File: config.mk
export PLATFORM = sky130hd
export DESIGN_NAME = oam_dma_ctrl
export DESIGN_NICKNAME = d
export VERILOG_FILES = /design/src/rtl/oam_dma_ctrl.sv
export SDC_FILE = /design/constraint.sdc
export NUM_CORES = 1
export LEC_CHECK = 0
export CORE_MARGIN = 4
export CORE_UTILIZATION = 55
export DETAILED_ROUTE_END_ITERATION = 6
export DONT_BUFFER_PORTS = 1
export GPL_ROUTABILITY_DRIVEN = 0
export GPL_TIMING_DRIVEN = 0
export PLACE_DENSITY = 0.7
export SKIP_CTS_REPAIR_TIMING = 1
export SYNTH_ARGS = -nofsm -noshare
export SYNTH_HDL_FRONTEND = slang
export SYNTH_SLANG_ARGS = --single-unit
File: constraint.sdc
create_clock -name clk -period 2.1 [get_ports clk]
set_input_delay 0.315 -clock clk [delete_from_list [all_inputs] [get_ports clk]]
set_output_delay 0.315 -clock clk [all_outputs]
set_load 0.01 [all_outputs]
File: src/rtl/oam_dma_ctrl.sv
// rtl/oam_dma_ctrl.sv - sprite DMA: copies one CPU page into SPRAM while stalling the CPU
module oam_dma_ctrl #(
   parameter logic [15:0] DMA_REG_ADDR = 16'h4014,
   parameter int          XFER_LEN     = 256
) (
   input  logic        clk,
   input  logic        rst,
   input  logic [15:0] cpu_addr,
   input  logic [7:0]  cpu_data_in,
   input  logic        cpu_write_en,
   input  logic [7:0]  oam_base,
   output logic        cpu_stall,
   output logic [15:0] dma_mem_addr,
   output logic        dma_mem_read_en,
   input  logic [7:0]  dma_mem_rdata,
   output logic [7:0]  oam_wr_addr,
   output logic [7:0]  oam_wr_data,
   output logic        oam_wr_en,
   output logic        dma_done
);

   localparam logic [7:0] LAST_IDX = 8'(XFER_LEN - 1);

   typedef enum logic [2:0] {
      S_IDLE,
      S_HALT,
      S_ALIGN,
      S_READ,
      S_WRITE
   } state_t;

   state_t     state;
   logic [7:0] page;
   logic [7:0] base;
   logic [7:0] idx;
   logic       par;
   logic       in_read;
   logic       in_write;

   // Transfer sequencing; par free-runs so alignment depends only on time since reset.
   always_ff @(posedge clk or negedge rst) begin
      if (!rst) begin
         state    <= S_IDLE;
         page     <= 8'h00;
         base     <= 8'h00;
         idx      <= 8'h00;
         par      <= 1'b0;
         dma_done <= 1'b0;
      end else begin
         par      <= ~par;
         dma_done <= 1'b0;
         case (state)
            S_IDLE: begin
               if (cpu_write_en && (cpu_addr == DMA_REG_ADDR)) begin
                  page  <= cpu_data_in;
                  base  <= oam_base;
                  idx   <= 8'h00;
                  state <= S_HALT;
               end
            end
            S_HALT:  state <= par ? S_ALIGN : S_READ;
            S_ALIGN: state <= S_READ;
            S_READ:  state <= S_WRITE;
            S_WRITE: begin
               if (idx == LAST_IDX) begin
                  state    <= S_IDLE;
                  dma_done <= 1'b1;
               end else begin
                  idx   <= idx + 8'd1;
                  state <= S_READ;
               end
            end
            default: state <= S_IDLE;
         endcase
      end
   end

   // Bus outputs are decoded from the registered state so rdata passes straight to SPRAM.
   assign in_read         = (state == S_READ);
   assign in_write        = (state == S_WRITE);
   assign cpu_stall       = (state != S_IDLE);
   assign dma_mem_read_en = in_read;
   assign dma_mem_addr    = in_read ? {page, idx} : 16'h0000;
   assign oam_wr_en       = in_write;
   assign oam_wr_addr     = in_write ? 8'(base + idx) : 8'h00;
   assign oam_wr_data     = in_write ? dma_mem_rdata : 8'h00;

endmodule
==> reports/results.tsv, run 1 <==
metric	value	unit
status	complete, but fails checks	
violations	setup timing	
synth-seq-area-share	39.86	%
numPortBuffers	0	
timing.final.setup_violations	4	
grt_remaining_overflow	0	
powerDensity	944.2	mW/mm2
clock_tree.htree_level_count	2	
final.setup_skew	0.004147	ns
relSlewSlack	75.71	%
maximum_number_of_pins_on_one_net_before_global_route_repair	30	
worstPathMaxFanout	4	
final-hold-violation-count	0	
dieWidth	65.53	um
synthAdderAreaFrac	6.598	%
dr.first_iter.drc_count	102	
detailedPlacementHpwl	3.073	mm
synthesis_stage_register_bit_count	29	
synth_area_leaders	sky130_fd_sc_hd__dfrtp_1, sky130_fd_sc_hd__mux2_2, sky130_fd_sc_hd__and2_1, sky130_fd_sc_hd__ha_1, sky130_fd_sc_hd__nand2_1	
cts_tree	yes	
post_synth.cell_area_avg	9.735	um2
drive_above_1_share	41.55	%
yosysTopAreaCellShare	39.86	%
crit_type	reg -> out	
clk-insertion-delay-late	0.32	ns
drcViolationCount	0	
finalNetCount	270	
design.core.area	0.003103	mm2
synth_xor_xnor_area_share	2.405	%
clk_path_buf_depth	2	
route.vias.total	1519	
synth_fp_nets	239	
globalRouteTotalUtil	19.05	%
first_pass_grt_wire_length	6.147	mm
grt_setup_unrepaired	true	
drt_first_pass_iters	4	
setup_slack_of_the_critical_path_after_layout	-0.1090	ns
antenna_cells_inserted	0	
synthSimpleGateAreaFrac	25.50	%
fp-row-count	20	
floorplan.io_pins	79	
design.die.area	0.004294	mm2
cts_buffers	5	
crit_path_end_kind	output pin	
detail_route.vias_per_cell	5.776	
die_h	65.53	um
area_delta_synth_final	27.29	%
vdd_ir_drop_max	0.5566	mV
yosys.cell_types.count	39	
final_critical_path_share_of_the_clock_period	105.2	%
drt-wirelength-per-cell	17.07	um
synth_top_family_by_area	simple AND/OR/NAND/NOR gates	
cts_root_buf	sky130_fd_sc_hd__clkbuf_4	
num-fill-cells	222	
report.final.slew_viol_count	0	
timing.hold.ws	0.1338	ns
synth_warnings	0	
worst_ep_required_time	1.78	ns
clkSlewWorstSetupHoldPaths	0.09	ns
antenna_left	0	
mappedNetlistArea	0.001820	mm2
synth_mux_area_share	9.897	%
syn-instance-count	187	
timing.max_cap.violations	0	
initial_core_util	58.67	%
power.leakage	1.060	nW
compound_gate_portion_of_the_synthesized_area	10.86	%
fin_total_pwr	2.188	mW
clock_sinks	29	
first_global_vias	1312	
worst_max_slew_pin_slew	0.3617	ns
finalWirelength	4.490	mm
setup-tns-final	-0.2569	ns
finalCriticalPeriod	2.209	ns
antenna_found_initial	0	
most-common-layout-cells	sky130_fd_sc_hd__and2_1, sky130_fd_sc_hd__buf_4, sky130_fd_sc_hd__dfrtp_1	
post-synth-top-area-cell	sky130_fd_sc_hd__dfrtp_1	
max_freq	452.7	MHz
worst_ep_arrival_time	1.89	ns
worstHoldPathType	in -> reg	
timing.critical_path.from_type	flip-flop	
worst max-delay path, stage by stage, from the launching register on:
cell	delay, ns
sky130_fd_sc_hd__dfrtp_2	0.44
sky130_fd_sc_hd__ha_4	0.28
sky130_fd_sc_hd__a21oi_4	0.20
sky130_fd_sc_hd__a211oi_2	0.10
sky130_fd_sc_hd__or3_1	0.36
sky130_fd_sc_hd__a21oi_2	0.19
state kept, by name (all words and copies together) (netlist names):
register / flops
dma_done: 1
base: 8
par: 1
state: 3
idx: 8
page: 8
per-stage QoR:
stage	cells	worst slack (ns)	instance area, um2	util [%]
after global routing	263	-0.2145	2317	74.68
after floorplan	187	0.1313	1821	-
final	263	-0.1090	2317	74.68
after global placement	231	-0.05174	1876	60.44
after detailed placement	231	-0.09349	1876	60.44
after CTS	239	-0.4691	1946	62.70
final timing paths:
check / from / to / slack (ns) / depth (start not counted)
worst min register to register: par / par / 0.43 / 1
worst min-delay path: cpu_data_in[1] / page[1] / 0.13 / 1
worst max register to register: state[2] / base[1] / 0.21 / 5
worst max-delay path: idx[2] / oam_wr_addr[7] / -0.11 / 5
min in group asynchronous: rst / page[3] / 0.43 / 2
max in group asynchronous: rst / idx[4] / 1.49 / 2
layout make-up:
type | instances | area (um2) | share of cell area [%]
multi-input cells | 141 | 1139 | 49.14
flip-flops and latches | 29 | 737.0 | 31.80
repair buffers | 26 | 210.2 | 9.071
plain buffers | 8 | 77.57 | 3.348
clock buffers | 7 | 65.06 | 2.808
well taps | 44 | 55.05 | 2.376
inverters | 7 | 28.78 | 1.242
clock inverters | 1 | 5.005 | 0.2160
per-layer routing:
metal / share of wire (%) / wire (um) / track usage (%)
met2: 53 / 2378 / 31.98
met3: 7.6 / 342 / 6.496
met5: 0 / 0 / 0
met1: 38 / 1715 / 22.48
met4: 1.2 / 54 / 6.995
cells in the mapped netlist:
cell                       instances
sky130_fd_sc_hd__nand4_1           1
sky130_fd_sc_hd__a211oi_1          2
sky130_fd_sc_hd__a311o_1           1
sky130_fd_sc_hd__and2_1           26
sky130_fd_sc_hd__nor3b_1           2
sky130_fd_sc_hd__or3_2             1
sky130_fd_sc_hd__o211ai_1          5
sky130_fd_sc_hd__nor4_4            1
sky130_fd_sc_hd__or3_1             3
sky130_fd_sc_hd__or3b_2            1
sky130_fd_sc_hd__clkbuf_1          2
sky130_fd_sc_hd__nor4_1            3
sky130_fd_sc_hd__and3_1            2
sky130_fd_sc_hd__xnor2_1           5
sky130_fd_sc_hd__buf_6             2
sky130_fd_sc_hd__o211a_1           1
sky130_fd_sc_hd__o21bai_1          1
sky130_fd_sc_hd__or4_1             1
sky130_fd_sc_hd__buf_4             1
sky130_fd_sc_hd__nor3_1            2
sky130_fd_sc_hd__o21ai_0          10
sky130_fd_sc_hd__a41oi_1           1
sky130_fd_sc_hd__dfrtp_1          29
sky130_fd_sc_hd__nand2_1          16
sky130_fd_sc_hd__buf_2             5
sky130_fd_sc_hd__ha_1              8
sky130_fd_sc_hd__nor4bb_1          1
sky130_fd_sc_hd__a21o_1            1
sky130_fd_sc_hd__fa_1              1
sky130_fd_sc_hd__a21oi_1           6
sky130_fd_sc_hd__mux2_2           16
sky130_fd_sc_hd__nand4b_1          2
sky130_fd_sc_hd__nand3_1           8
sky130_fd_sc_hd__inv_1             7
sky130_fd_sc_hd__nor4b_1           1
sky130_fd_sc_hd__nor2_1            7
sky130_fd_sc_hd__o22ai_1           2
sky130_fd_sc_hd__nor2b_1           2
sky130_fd_sc_hd__o41ai_1           1
cells by family (layout without fill, tap and decap cells):
| family | after synthesis | after routing |
|---|---|---|
| adder cells (fa/ha/maj) | 9 | 9 |
| flip-flops | 29 | 29 |
| multiplexers | 16 | 16 |
| AND/OR/NAND/NOR | 80 | 80 |
| AO/OA/AOI/OAI | 31 | 31 |
| XOR/XNOR | 5 | 5 |
| buffers and inverters | 17 | 49 |
report_power, final:
part           leakage (nW)  switching [mW]  internal (mW)
logic                 0.661           0.563          0.483
clock network        0.0413           0.187          0.194
registers             0.357           0.106          0.655
No activity file was read; power rests on OpenSTA's default activity.
==> run 2, diff against run 1 <==
GPL_TIMING_DRIVEN = 1   (was 0)
==> run 2 against run 1 <==
  * The run still ends with setup timing left
  * Power increased by 0.54%
  * Cell area decreased by 2.6%
  * Hold slack about the same
  * Setup slack got worse by 0.035 ns
  * Flip-flop and latch count unchanged
  * First-iteration DRC count decreased by 37%
  * Sequential share of layout area increased by 0.40 points
==> reports/results.tsv, run 2 (same netlist as run 1, synthesis figures left out) <==
metric	value	unit	change
layout.core_utilization	72.74	%	-1.9 points
detailedPlacementHpwl	3.042	mm	-1.0%
area_delta_synth_final	23.99	%	
floorplan.io_pins	79		unchanged
first_global_vias	1436		+9.5%
die_h	65.53	um	unchanged
globalRouteTotalUtil	18.44	%	-0.61 points
setup_slack_of_the_critical_path_after_layout	-0.1444	ns	-0.03536 ns
dr.first_iter.drc_count	64		-37%
worst_ep_arrival_time	1.93	ns	+0.04 ns
maximum_number_of_pins_on_one_net_before_global_route_repair	30		unchanged
design.die.area	0.004294	mm2	unchanged
numPortBuffers	0		unchanged
finalCriticalPeriod	2.244	ns	+0.03536 ns
grt_remaining_overflow	0		unchanged
timing.critical_path.from_type	flip-flop		
route.vias.total	1454		-4.3%
detail_route.vias_per_cell	5.724		-0.89%
antenna_left	0		unchanged
cts_buffers	5		unchanged
final-hold-violation-count	0		unchanged
powerDensity	974.5	mW/mm2	+3.2%
timing.final.setup_violations	4		unchanged
worstHoldPathType	in -> reg		
largest_registers	base (8), idx (8), page (8)		
power.leakage	1.028	nW	-2.9%
status	complete, but fails checks		
most-common-layout-cells	sky130_fd_sc_hd__dfrtp_1, sky130_fd_sc_hd__and2_1, sky130_fd_sc_hd__buf_4		
vdd_ir_drop_max	0.7629	mV	+37%
worst_max_slew_pin_slew	0.2814	ns	-0.08025 ns
timing.max_cap.violations	0		unchanged
timing.hold.ws	0.1342	ns	+0.0004000 ns
drt-wirelength-per-cell	16.82	um	-1.5%
clk-insertion-delay-late	0.32	ns	about the same
antenna_found_initial	0		unchanged
worstPathMaxFanout	3		-1
finalNetCount	261		-3.3%
clock_sinks	29		unchanged
crit_path_end_kind	output pin		
drive_above_1_share	32.86	%	-8.7 points
fin_total_pwr	2.200	mW	+0.54%
layout_commonest_cell	sky130_fd_sc_hd__dfrtp_1		
crit_type	reg -> out		
violations	setup timing		
final.setup_skew	0.008880	ns	+0.004733 ns
dp_cells	238		+3.0%
count_of_non_filler_cells_in_the_finished_layout	254		-3.4%
grt_setup_unrepaired	true		
clkSlewWorstSetupHoldPaths	0.09	ns	about the same
max_freq	445.6	MHz	-1.6%
worst_ep_required_time	1.78	ns	about the same
num-fill-cells	248		+12%
drt_first_pass_iters	4		unchanged
design.core.area	0.003103	mm2	unchanged
finalWirelength	4.272	mm	-4.9%
placement.setup.worst_slack	-0.005074	ns	+0.08842 ns
initial_core_util	58.67	%	unchanged
final_critical_path_share_of_the_clock_period	106.9	%	+1.7 points
report.final.slew_viol_count	0		unchanged
clock_tree.htree_level_count	2		unchanged
cts_tree	yes		
first_pass_grt_wire_length	6.051	mm	-1.6%
antenna_cells_inserted	0		unchanged
relSlewSlack	80.99	%	+5.3 points
clk_path_buf_depth	2		unchanged
dieWidth	65.53	um	unchanged
drcViolationCount	0		unchanged
fp-row-count	20		unchanged
cts_root_buf	sky130_fd_sc_hd__clkbuf_4		
run 2: worst max-delay path, stage by stage (launching register included):
cell,delay [ns]
sky130_fd_sc_hd__dfrtp_1,0.40
sky130_fd_sc_hd__ha_2,0.20
sky130_fd_sc_hd__fa_2,0.40
sky130_fd_sc_hd__a21oi_4,0.16
sky130_fd_sc_hd__o21ai_2,0.09
sky130_fd_sc_hd__nand4b_1,0.10
sky130_fd_sc_hd__o211ai_1,0.09
sky130_fd_sc_hd__buf_4,0.15
run 2: area by class of cell:
cell class                 count  area, um2  area share (%)
clock buffer                   7      55.05           2.439
clock inverter                 1      30.03           1.330
inverter                       7      26.28           1.164
multi-input combinational    141       1132           50.17
sequential                    29      726.9           32.21
tap                           44      55.05           2.439
timing repair buffer          25      231.5           10.26
run 2: power breakdown:
| part | switching (mW) | total, mW | internal (mW) |
|---|---|---|---|
| Combinational | 0.569 | 1.01 | 0.439 |
| Sequential | 0.0786 | 0.722 | 0.644 |
| Clock | 0.186 | 0.470 | 0.284 |
run 2: path summary, 6_finish.rpt:
path,startpoint,to,slack [ns],depth (start not counted)
worst max-delay path,base[0],oam_wr_addr[6],-0.14,7
worst min-delay path,cpu_data_in[0],page[0],0.13,1
worst max register to register,state[2],page[3],0.27,5
worst min register to register,par,par,0.43,1
max in group asynchronous,rst,idx[1],1.51,2
min in group asynchronous,rst,idx[7],0.42,2
run 2: metrics by stage:
stage	cell area [um2]	TNS, ns
after global placement	1966	0
after global routing	2257	-0.8165
final	2257	-0.3341
after CTS	2051	-2.213
after floorplan	1821	0
after detailed placement	1966	-0.005074
run 2: metal layers:
layer | track usage [%] | share of wire [%] | routed length (um) | vias up
met5 | 0 | 0 | 0 | -
met4 | 6.218 | 0.94 | 40 | 0
met3 | 4.615 | 5.8 | 249 | 5
met2 | 34.64 | 52 | 2203 | 56
met1 | 19.89 | 42 | 1778 | 688
li1 | - | - | - | 705
